## config.mk

```make
export PLATFORM = sky130hd
export DESIGN_NAME = button_conditioner
export DESIGN_NICKNAME = d
export VERILOG_FILES = /design/src/rtl/button_conditioner.sv
export SDC_FILE = /design/constraint.sdc
export NUM_CORES = 1
export LEC_CHECK = 0
export CORE_MARGIN = 5
export CORE_UTILIZATION = 28
export DETAILED_ROUTE_END_ITERATION = 6
export GPL_TIMING_DRIVEN = 0
export SETUP_SLACK_MARGIN = 0.15
export SYNTH_ARGS = -nofsm -noshare
export SYNTH_HDL_FRONTEND = slang
export SYNTH_SLANG_ARGS = --single-unit
```

## constraint.sdc

```tcl
create_clock -name clk -period 4.21 [get_ports clk]
set_input_delay 0.421 -clock clk [delete_from_list [all_inputs] [get_ports clk]]
set_output_delay 0.421 -clock clk [all_outputs]
set_load 0.02 [all_outputs]
```

## src/rtl/button_conditioner.sv

```systemverilog
// Push-button conditioner: two-flop synchroniser, four-state debounce FSM, press/release pulses
// and an optional long-press pulse built when BUTTON_CONDITIONER_LONG_PRESS_EN is defined.
//
// state      | meaning
// S_LOW      | stable low
// S_ARM_HIGH | candidate high, counting
// S_HIGH     | stable high
// S_ARM_LOW  | candidate low, counting
module button_conditioner #(
  parameter int DEBOUNCE_CYCLES = 1_000_000,
  parameter int HOLD_CYCLES     = 100_000_000
) (
  input  logic clk,
  input  logic reset,
  input  logic btn_raw,
  output logic btn_level,
  output logic btn_press,
  output logic btn_release,
  output logic btn_long
);

  localparam int DW = $clog2(DEBOUNCE_CYCLES + 1);
  localparam logic [DW-1:0] DB_LAST = DW'(DEBOUNCE_CYCLES - 1);
  localparam logic [DW-1:0] DB_ONE  = DW'(1);
  localparam logic HOLD_CFG_OK = (HOLD_CYCLES > DEBOUNCE_CYCLES);

  localparam logic [1:0] S_LOW      = 2'd0;
  localparam logic [1:0] S_ARM_HIGH = 2'd1;
  localparam logic [1:0] S_HIGH     = 2'd2;
  localparam logic [1:0] S_ARM_LOW  = 2'd3;

  logic          sync1_q, sync0_q;
  logic [1:0]    state_q, state_d;
  logic [DW-1:0] cnt_q, cnt_d;
  logic          level_q, level_d;
  logic          press_q, press_d;
  logic          release_q, release_d;

  always_ff @(posedge clk or posedge reset) begin
    if (reset) begin
      sync1_q <= 1'b0;
      sync0_q <= 1'b0;
    end else begin
      sync1_q <= btn_raw;
      sync0_q <= sync1_q;
    end
  end

  always_comb begin
    state_d   = state_q;
    cnt_d     = cnt_q;
    level_d   = level_q;
    press_d   = 1'b0;
    release_d = 1'b0;
    case (state_q)
      S_LOW: begin
        if (sync0_q) begin
          state_d = S_ARM_HIGH;
          cnt_d   = DB_ONE;
        end
      end
      S_ARM_HIGH: begin
        if (!sync0_q) begin
          state_d = S_LOW;
          cnt_d   = '0;
        end else if (cnt_q == DB_LAST) begin
          state_d = S_HIGH;
          cnt_d   = '0;
          level_d = 1'b1;
          press_d = 1'b1;
        end else begin
          cnt_d = cnt_q + DB_ONE;
        end
      end
      S_HIGH: begin
        if (!sync0_q) begin
          state_d = S_ARM_LOW;
          cnt_d   = DB_ONE;
        end
      end
      S_ARM_LOW: begin
        if (sync0_q) begin
          state_d = S_HIGH;
          cnt_d   = '0;
        end else if (cnt_q == DB_LAST) begin
          state_d   = S_LOW;
          cnt_d     = '0;
          level_d   = 1'b0;
          release_d = 1'b1;
        end else begin
          cnt_d = cnt_q + DB_ONE;
        end
      end
      default: begin
        state_d = S_LOW;
        cnt_d   = '0;
      end
    endcase
  end

  always_ff @(posedge clk or posedge reset) begin
    if (reset) begin
      state_q   <= S_LOW;
      cnt_q     <= '0;
      level_q   <= 1'b0;
      press_q   <= 1'b0;
      release_q <= 1'b0;
    end else begin
      state_q   <= state_d;
      cnt_q     <= cnt_d;
      level_q   <= level_d;
      press_q   <= press_d;
      release_q <= release_d;
    end
  end

  assign btn_level   = level_q;
  assign btn_press   = press_q;
  assign btn_release = release_q;

`ifdef BUTTON_CONDITIONER_LONG_PRESS_EN
  localparam int HW = $clog2(HOLD_CYCLES + 1);
  localparam logic [HW-1:0] HOLD_MAX  = HW'(HOLD_CYCLES);
  localparam logic [HW-1:0] HOLD_LAST = HW'(HOLD_CYCLES - 1);

  logic [HW-1:0] hold_q, hold_d;
  logic          long_q, long_d;
  logic          in_hold;

  assign in_hold = (state_q == S_HIGH) || (state_q == S_ARM_LOW);

  // Suppress the pulse on the very edge a release is accepted so it never lands with btn_release.
  always_comb begin
    hold_d = hold_q;
    if (press_d) begin
      hold_d = '0;
    end else if (in_hold && (hold_q != HOLD_MAX)) begin
      hold_d = hold_q + HW'(1);
    end
    long_d = HOLD_CFG_OK && level_q && in_hold && !release_d && (hold_q == HOLD_LAST);
  end

  always_ff @(posedge clk or posedge reset) begin
    if (reset) begin
      hold_q <= '0;
      long_q <= 1'b0;
    end else begin
      hold_q <= hold_d;
      long_q <= long_d;
    end
  end

  assign btn_long = long_q;
`else
  assign btn_long = 1'b0 & HOLD_CFG_OK;
`endif

endmodule

```

==> reports/results.tsv, run 1 <==
metric	value	unit
netlist_area	1490	um2
grt_antenna_before_repair	0	
hold_viol	0	
grt_pass1_vias	1193	
peakVddDrop	0.0930	mV
die_area	6900	um2
cts.clk_slew.worst_paths	0.10	ns
maxSlewViolCount	0	
die_x	83.0	um
cp-start-kind	flop	
skew	0.00786	ns
cts_resized	0	
syn-num-nets	166	
wl_met1	1750	um
place_area	1630	um2
critPathKind	flop to flop	
worst_slew_pin_slew	1.07	ns
syn_area_per_cell	9.22	um2
port_buffers	5	
pin_count	7	
detail_route.iter0.violations	140	
tns	0	ns
ys_ff_latch	27	
p_leak	0.000722	uW
ys_seq_area_frac	0.452	
max_freq	513	MHz
routed-wl-met2	1430	um
period_share	0.463	
routed_wl	3280	um
ys_warn_count	0	
end_kind	flop	
cap_violations	0	
hold_slack	0.355	ns
top_layer_used	met4	
design_area	1680	um2
ys_types	42	
cp.arrival	2.12	ns
fin_util	0.326	
outcome	completed	
hold_buffers	0	
period_needed	1.95	ns
via_per_inst	5.03	
firstDrtPassIters	4	
grtUsageTotal	0.101	
post_drt_wl_per_cell	13.6	um
netlist_instances	162	
dpl.hpwl	2220	um
cts_htree_levels	1	
place_congestion	0.813	
tritoncts	done	
overflow	0	
wl_met3	60	um
antenna_cells	0	
hold_class	flop to flop	
vias	1213	
grt_pass1_wl	5820	um
grt_setup_unrepaired	no	
core	5140	um2
maxSlewHeadroom	0.288	
rows	26	
start_util	0.291	
drcViolationCount	0	
nNetsFinal	176	
fp.dieH	83.0	um
setup_violations	0	
required	4.39	ns
post_cts_buffers	0	
cts_buffers	3	
clk-insertion-delay-late	0.28	ns
postRouteAntennaNets	0	
powerDensity	268	nW/um2
area_delta_synth_final	12.3	%
cts_buffer_depth	2	
cts-root-buf	clkbuf_8	
drive_gt1_frac	0.0877	
grt_max_degree	28	
clock-sinks	27	
critPathMaxFanout	10	
power	449	uW
==> cell type report <==
class	instances	area (um2)
sequential	27	676
tap	70	87.6
timing repair buffer	5	50.0
clock inverter	1	5.00
inverter	8	30.0
multi-input combinational	121	759
clock buffer	3	41.3
buffer	6	28.8
fill	569	3460
==> critical path: stages, from the launching register on <==
cell,delay [ns]
dfrtp_1,0.40
ha_1,0.27
nand3_4,0.15
nor4_4,0.41
a21oi_4,0.15
buf_2,0.22
a31oi_1,0.18
nand2_1,0.06
==> synthesized netlist by cell type, drive strengths merged <==
master  number  area, um2
and4b        1       10.0
mux2i        1       10.0
a21o         3       22.5
and2         2       12.5
conb         1       3.75
a21oi        6       41.3
or3b         1       8.76
a32oi        1       8.76
a31oi        3       18.8
or2          1       6.26
and4         2       17.5
nor3         7       40.0
clkbuf       3       11.3
a22o         2       17.5
nor3b        3       22.5
ha           1       12.5
buf          3       17.5
nand3       11       77.6
o31ai        1       7.51
nor4         4       40.0
dfrtp       27        676
nand4        7       43.8
nand3b       3       22.5
a22oi        1       7.51
o21ai       13       65.1
o41ai        1       8.76
and3         3       18.8
nor4b        2       32.5
xor2         2       17.5
a211o        1       8.76
nand2       24       90.1
inv          8       30.0
nor2         7       26.3
or3          5       31.3
xnor2        1       8.76
==> through the flow <==
stage                     setup WS (ns)  cells
after floorplan                    2.45    162
after global placement             2.27    237
after detailed placement           2.27    237
after CTS                          2.25    241
after global routing               2.09    241
final                              2.26    241
==> sequential cells by signal (all words and copies together), names as in the netlist, named ones only <==
name	cells
cnt_q	20
btn_level	1
btn_press	1
btn_release	1
state_q	1
sync0_q	1
sync1_q	1
==> power breakdown <==
group	leakage, uW	internal, uW	switching [uW]
clock network	0.0000255	66.5	86.0
logic	0.000330	9.28	20.9
registers	0.000367	263	3.84
==> layer usage <==
metal  vias up  global-route usage
li1        609                   -
met1       589               0.145
met2        10               0.155
met3         5              0.0158
met4         0              0.0312
met5         -                   0
==> logic make-up after synthesis <==
logic type	after synthesis	share of synthesized area
xor gates and xnor gates	3	0.0176
and+or+nand+nor	83	0.335
DFF	27	0.452
AOI/OAI and AO/OA	32	0.138
muxes	1	0.00670
adders and majority gates	1	0.00837
other	1	0.00251
buffers and inverters	14	0.0394
==> worst paths after layout <==
| check | slack, ns | end | depth (start not counted) | from |
|---|---|---|---|---|
| max in group asynchronous | 2.86 | cnt_q[1] | 2 | reset |
| worst max register to register | 2.26 | cnt_q[8] | 7 | cnt_q[0] |
| worst max-delay path | 2.26 | cnt_q[8] | 7 | cnt_q[0] |
| worst min-delay path | 0.36 | sync0_q | 0 | sync1_q |
| worst min register to register | 0.36 | sync0_q | 0 | sync1_q |
| min in group asynchronous | 0.71 | cnt_q[17] | 2 | reset |
==> layout by cell type, fill, tap and decap left out, types with 5 or more instances in the layout <==
master           synthesis  routed
or3_1                    5       5
inv_1                    8       8
nand2_1                 24      24
a21oi_1                  5       5
nand4_1                  7       7
clkdlybuf4s50_1          0       5
nor2_1                   7       7
dfrtp_1                 27      27
nand3_1                  8       8
nor3_1                   6       6
o21ai_0                 13      13
Power figures use the tool's default switching activity.
==> inputs of run 2 (changes only) <==
==> constraint.sdc (replaced) <==
create_clock -name clk -period 2 [get_ports clk]
set_input_delay 0.2 -clock clk [delete_from_list [all_inputs] [get_ports clk]]
set_output_delay 0.2 -clock clk [all_outputs]
set_load 0.02 [all_outputs]
==> run 2 against run 1 <==
Highest routed layer unchanged. Register-to-register slack worse by 2.0 ns. Critical path type unchanged. Non-clock buffer count up 6. Count of clock-buffer cells in the layout unchanged. Critical endpoint is now cnt_q[10]. Largest cell class unchanged. Largest power group unchanged. Combinational power up 140%. Critical path depth unchanged.
==> reports/results.tsv, run 2 (synthesized netlist as in run 1, its figures left out) <==
metric	value	unit	change
ff2ff_path_depth	7		unchanged
min_from	sync1_q		
drive_gt1_frac	0.136		+0.0479
r2r_slack	0.23	ns	-2.03 ns
clock-sinks	27		unchanged
die_area	6900	um2	unchanged
peakVddDrop	0.201	mV	+120%
skew	0.00858	ns	+0.000720 ns
dpl.hpwl	2220	um	unchanged
design_area	1760	um2	+4.7%
hold_class	flop to flop		
cts_htree_levels	1		unchanged
drcViolationCount	0		unchanged
die_x	83.0	um	unchanged
routed_wl	3290	um	+0.58%
maxSlewViolCount	0		unchanged
maxSlewHeadroom	0.294		+0.00589
cp-start-kind	flop		
via_per_inst	4.93		-2.1%
max_freq	565	MHz	+10%
antenna_cells	0		unchanged
period_share	0.885		+0.422
place_area	1630	um2	unchanged
pin_count	7		unchanged
port_buffers	5		unchanged
cts-root-buf	clkbuf_8		
tritoncts	done		
grt_pass1_wl	5850	um	+0.60%
fp.dieH	83.0	um	unchanged
cap_violations	0		unchanged
worst_hold_path.endpoint	sync0_q		
grt_antenna_before_repair	0		unchanged
cts_buffer_depth	2		unchanged
hold_viol	0		unchanged
largest_register_ffs	20		unchanged
outcome	completed		
rows	26		unchanged
place_congestion	0.813		unchanged
cp.arrival	1.95	ns	-0.17 ns
post_drt_wl_per_cell	13.3	um	-1.9%
reg2reg_from	cnt_q[0]		
instances_no_fill	247		+2.5%
cts_buffers	3		unchanged
hold_depth	0		unchanged
detail_route.iter0.violations	105		-25%
period_needed	1.77	ns	-0.179 ns
end_kind	flop		
powerDensity	545	nW/um2	+100%
hold_slack	0.356	ns	+0.000458 ns
fill_cells	569		unchanged
setup_violations	0		unchanged
worst_slew_pin_slew	1.06	ns	-0.00883 ns
clk-insertion-delay-late	0.28	ns	about the same
overflow	0		unchanged
mostFrequentLayoutCell	dfrtp_1		
rr_endpoint	cnt_q[10]		
postRouteAntennaNets	0		unchanged
final_cell_mix	26 x dfrtp_1, 24 x nand2_1, 12 x o21ai_0		
nNetsFinal	182		+3.4%
place_inst	237		unchanged
p_leak	0.000752	uW	+4.2%
grt_setup_unrepaired	yes		
grtUsageTotal	0.102		+0.000622
grt_max_degree	28		unchanged
cts.clk_slew.worst_paths	0.10	ns	about the same
critPathMaxFanout	8		-2
required	2.18	ns	-2.21 ns
area_delta_synth_final	17.6	%	
multiInputGateArea	779	um2	+2.6%
regMostFlops	cnt_q		
firstDrtPassIters	4		unchanged
grt_pass1_vias	1197		+0.34%
register_area	677	um2	+0.19%
critPathKind	flop to flop		
vias	1217		+0.33%
tns	0	ns	unchanged
start_util	0.291		unchanged
core	5140	um2	unchanged
-- run 2: routing by layer --
metal | vias to the layer above | share of wire | routed length (um) | global-route usage
met2 | 13 | 0.45 | 1490 | 0.155
met5 | - | 0 | 0 | 0
met3 | 2 | 0.026 | 85 | 0.0158
li1 | 616 | - | - | -
met1 | 586 | 0.52 | 1700 | 0.146
met4 | 0 | 0.0055 | 18 | 0.0312
-- run 2: what timing repair did --
item,4_1_cts,5_1_grt
endpoints found under the setup margin,10,15
pin swaps,1,8
gates resized for setup,0,10
buffers inserted,0,6
hold buffers,0,0
-- run 2: layout make-up --
cell class,count,area share
plain buffers,6,0.0214
clock buffers,3,0.0235
clock inverters,1,0.00285
inverters,8,0.0171
multi-input cells,121,0.444
flip-flops and latches,27,0.385
well taps,70,0.0499
repair buffers,11,0.0563
-- run 2: critical path, cell delays in order, from the launching register on --
cell	delay [ns]
dfrtp_1	0.43
ha_4	0.18
nand3_4	0.13
nor4_4	0.35
a21oi_4	0.16
buf_6	0.15
a21o_1	0.14
a21o_1	0.14
-- run 2: worst max path at each step --
stage | start | endpoint | depth (start not counted)
final | cnt_q[0] | cnt_q[10] | 7
after global routing | cnt_q[11] | cnt_q[16] | 6
after CTS | cnt_q[0] | cnt_q[12] | 6
after detailed placement | cnt_q[0] | cnt_q[11] | 7
after global placement | cnt_q[0] | cnt_q[8] | 7
after floorplan | cnt_q[0] | cnt_q[12] | 6
-- run 2: through the flow --
step / setup slack, ns / total power (uW) / utilization
final: 0.231 / 958 / 0.342
after global routing: 0.109 / 1010 / 0.342
after CTS: 0.156 / 955 / 0.326
after detailed placement: 0.0600 / 637 / 0.317
after global placement: 0.0579 / 635 / 0.317
after floorplan: 0.244 / 615 / -
-- run 2: power breakdown --
group | leakage [uW] | switching [uW] | internal (uW) | total (uW)
combinational | 0.000361 | 45.0 | 27.4 | 72.4
clock | 0.0000255 | 182 | 140 | 322
sequential | 0.000366 | 10.2 | 553 | 564
total | 0.000752 | 237 | 721 | 958
==> inputs of run 3 (changes only) <==
--- a/config.mk
+++ b/config.mk
@@ -5,6 +5,7 @@
 export SDC_FILE = /design/constraint.sdc
 export NUM_CORES = 1
 export LEC_CHECK = 0
+export ABC_AREA = 1
 export CORE_MARGIN = 5
 export CORE_UTILIZATION = 28
 export DETAILED_ROUTE_END_ITERATION = 6
==> run 3 against run 2 <==
Via count increased by 9.9%. Utilization decreased by 1.8 points. Largest cell class unchanged. Power increased by 40%. Highest routed layer unchanged. Critical path depth increased by 1.
==> reports/results.tsv, run 3 <==
metric	value	unit	change
period_needed	1.57	ns	-0.200 ns
synth_flop_cell	dfrtp_1		
grt_max_degree	28		unchanged
syn-num-nets	220		+33%
clk-insertion-delay-late	0.27	ns	about the same
antenna_cells	0		unchanged
met2_usage	0.162		+0.00648
cp-start-kind	flop		
routed_wl	3320	um	+0.67%
hold_class	flop to flop		
dpl.hpwl	2470	um	+11%
place_congestion	0.832		+2.3%
cp.arrival	1.74	ns	-0.21 ns
ys_seq_area_frac	0.424		-0.0287
post_cts_buffers	0		unchanged
netlist_instances	216		+33%
netlist_area	1600	um2	+6.8%
yosysTopAreaCell	dfrtp_1		
p_clk_frac	0.236		-0.100
via_per_inst	4.51		-8.6%
period_share	0.785		-0.0998
grt_pass1_vias	1281		+7.0%
outcome	completed		
ff2ff_path_depth	8		+1
syn_area_per_cell	7.39	um2	-20%
grt_pass1_wl	5890	um	+0.70%
maxSlewHeadroom	0.299		+0.00494
pin_count	7		unchanged
fin_util	0.324		-0.0182
setup_violations	0		unchanged
grtUsageMet1	0.137		-0.00964
switching_power	490	uW	+110%
reg2reg_from	cnt_q[0]		
die_x	85.5	um	+2.9%
drive_gt1_frac	0.107		-0.0289
critPathKind	flop to flop		
pwr-share-seq	0.474		-0.114
cts-root-buf	clkbuf_8		
synth_area_leaders	dfrtp_1 42%, nand2_1 16%, nor2_1 7.1%		
grtUsageTotal	0.0974		-0.00414
die_area	7310	um2	+6.0%
cts_buffer_depth	2		unchanged
core	5510	um2	+7.1%
skew	0.00188	ns	-0.00670 ns
tns	0	ns	unchanged
grt.busiest_layer	met2		
powerDensity	753	nW/um2	+38%
end_kind	flop		
hold_viol	0		unchanged
ys_ff_latch	27		unchanged
drcViolationCount	0		unchanged
fp.dieH	85.5	um	+2.9%
rr_endpoint	cnt_q[18]		
rows	27		+3.8%
worst_hold_path.endpoint	sync0_q		
cap_violations	0		unchanged
min_from	sync1_q		
peakVddDrop	0.532	mV	+170%
detail_route.iter0.violations	58		-45%
r2r_slack	0.43	ns	+0.20 ns
grt_antenna_before_repair	0		unchanged
ys_warn_count	0		unchanged
required	2.17	ns	about the same
overflow	0		unchanged
hold_depth	0		unchanged
synth_xor_area_frac	0.0329		+0.0154
hold_buffers	0		unchanged
firstDrtPassIters	4		unchanged
swShare	0.365		+0.117
max_freq	637	MHz	+13%
grt_setup_unrepaired	no		
nNetsFinal	230		+26%
mostFrequentLayoutCell	nand2_1		
gr-usage-met3	0.00583		-0.0100
power	1340	uW	+40%
ys_types	23		-45%
cts.clk_slew.worst_paths	0.10	ns	about the same
synth_top_family_by_area	simple AND/OR/NAND/NOR gates		
port_buffers	5		unchanged
cts_resized	0		unchanged
synthArstFlopShare	1.00		unchanged
cts_htree_levels	1		unchanged
yosys.cell_count.top_type	nand2_1		
cts_buffers	3		unchanged
p_leak	0.000745	uW	-0.98%
regMostFlops	cnt_q		
area_delta_synth_final	11.7	%	
vias	1338		+9.9%
worst_slew_pin_slew	1.05	ns	-0.00740 ns
synth_common_cells	68 x nand2_1, 30 x nor2_1, 27 x dfrtp_1, 20 x inv_1, 17 x nand3_1		
hold_slack	0.356	ns	+0.000308 ns
clock-sinks	27		unchanged
synth-compound-area-share	0.0714		-0.0668
postRouteAntennaNets	0		unchanged
muxShareOfSynthArea	0		-0.00670
critPathMaxFanout	7		-1
maxSlewViolCount	0		unchanged
yosys.area_share.simple	0.388		+0.0532
pwr-share-comb	0.290		+0.214
intPower	852	uW	+18%
yosysTopAreaCellShare	0.424		-0.0287
synthAdderAreaFrac	0.00784		-0.000532
synth_enable_flop_cells	0		unchanged
start_util	0.290		-0.000946
final_cell_mix	68 x nand2_1, 30 x nor2_1, 27 x dfrtp_1		
tritoncts	done		
largest_register_ffs	20		unchanged
post_drt_wl_per_cell	11.2	um	-16%
## run 3: cell count changes after synthesis, sizes merged, moves of 4 or more
cell	change
o22ai	+5
nor3	-6
nor2	+31
nand3	+10
inv	+14
nand2	+47
nor4	-4
or3	-5
a21oi	-4
xor2	+4
## run 3: power by group through the flow
stage          sequential, uW  clock, uW  combinational [uW]
2_1_floorplan             632          0                 289
3_3_place_gp              645          0                 384
3_5_place_dp              647          0                 390
4_1_cts                   636        323                 392
5_1_grt                   645        346                 435
6_report                  636        317                 389
## run 3: through the flow
| stage | setup slack (ns) | area [um2] | std cells |
|---|---|---|---|
| after floorplan | 0.662 | 1600 | 216 |
| after detailed placement | 0.434 | 1740 | 293 |
| after CTS | 0.418 | 1780 | 297 |
| after global placement | 0.446 | 1740 | 293 |
| final | 0.431 | 1780 | 297 |
| after global routing | 0.251 | 1780 | 297 |
## run 3: cells by family (layout without fill, tap and decap cells)
logic type	after synthesis	in the layout
adder cells (fa/ha/maj)	1	1
AO/OA/AOI/OAI	21	21
flip-flops	27	27
other	1	1
AND/OR/NAND/NOR	135	135
XOR/XNOR	6	6
buffers and inverters	25	34
## run 3: worst max-delay path by stage
stage / from / slack, ns / endpoint
finish: cnt_q[0] / 0.43 / cnt_q[18]
global route: cnt_q[0] / 0.25 / cnt_q[16]
detailed placement: cnt_q[0] / 0.43 / cnt_q[18]
global placement: cnt_q[0] / 0.45 / cnt_q[14]
CTS: cnt_q[0] / 0.42 / cnt_q[18]
floorplan: cnt_q[0] / 0.66 / cnt_q[18]
## run 3: area by class of cell
cell class / instances / area (um2)
clock inverters: 1 / 5.00
inverters: 22 / 82.6
multi-input cells: 164 / 802
repair buffers: 5 / 50.0
clock buffers: 3 / 41.3
plain buffers: 3 / 35.0
well taps: 72 / 90.1
fillers: 580 / 3720
flip-flops and latches: 27 / 676
## run 3: critical path: stages, from the launching register on
cell and delay (ns):
dfrtp_1 0.45, ha_1 0.24, nand3_2 0.12, nor2_4 0.18, nand3_4 0.12, nand2_4 0.13, inv_2 0.10, nand3_1 0.07
nand2_1 0.05
## run 3: layer usage
layer | up-vias | routed length [um]
met4 | 0 | 27
li1 | 705 | -
met3 | 2 | 43
met2 | 10 | 1510
met5 | - | 0
met1 | 621 | 1730
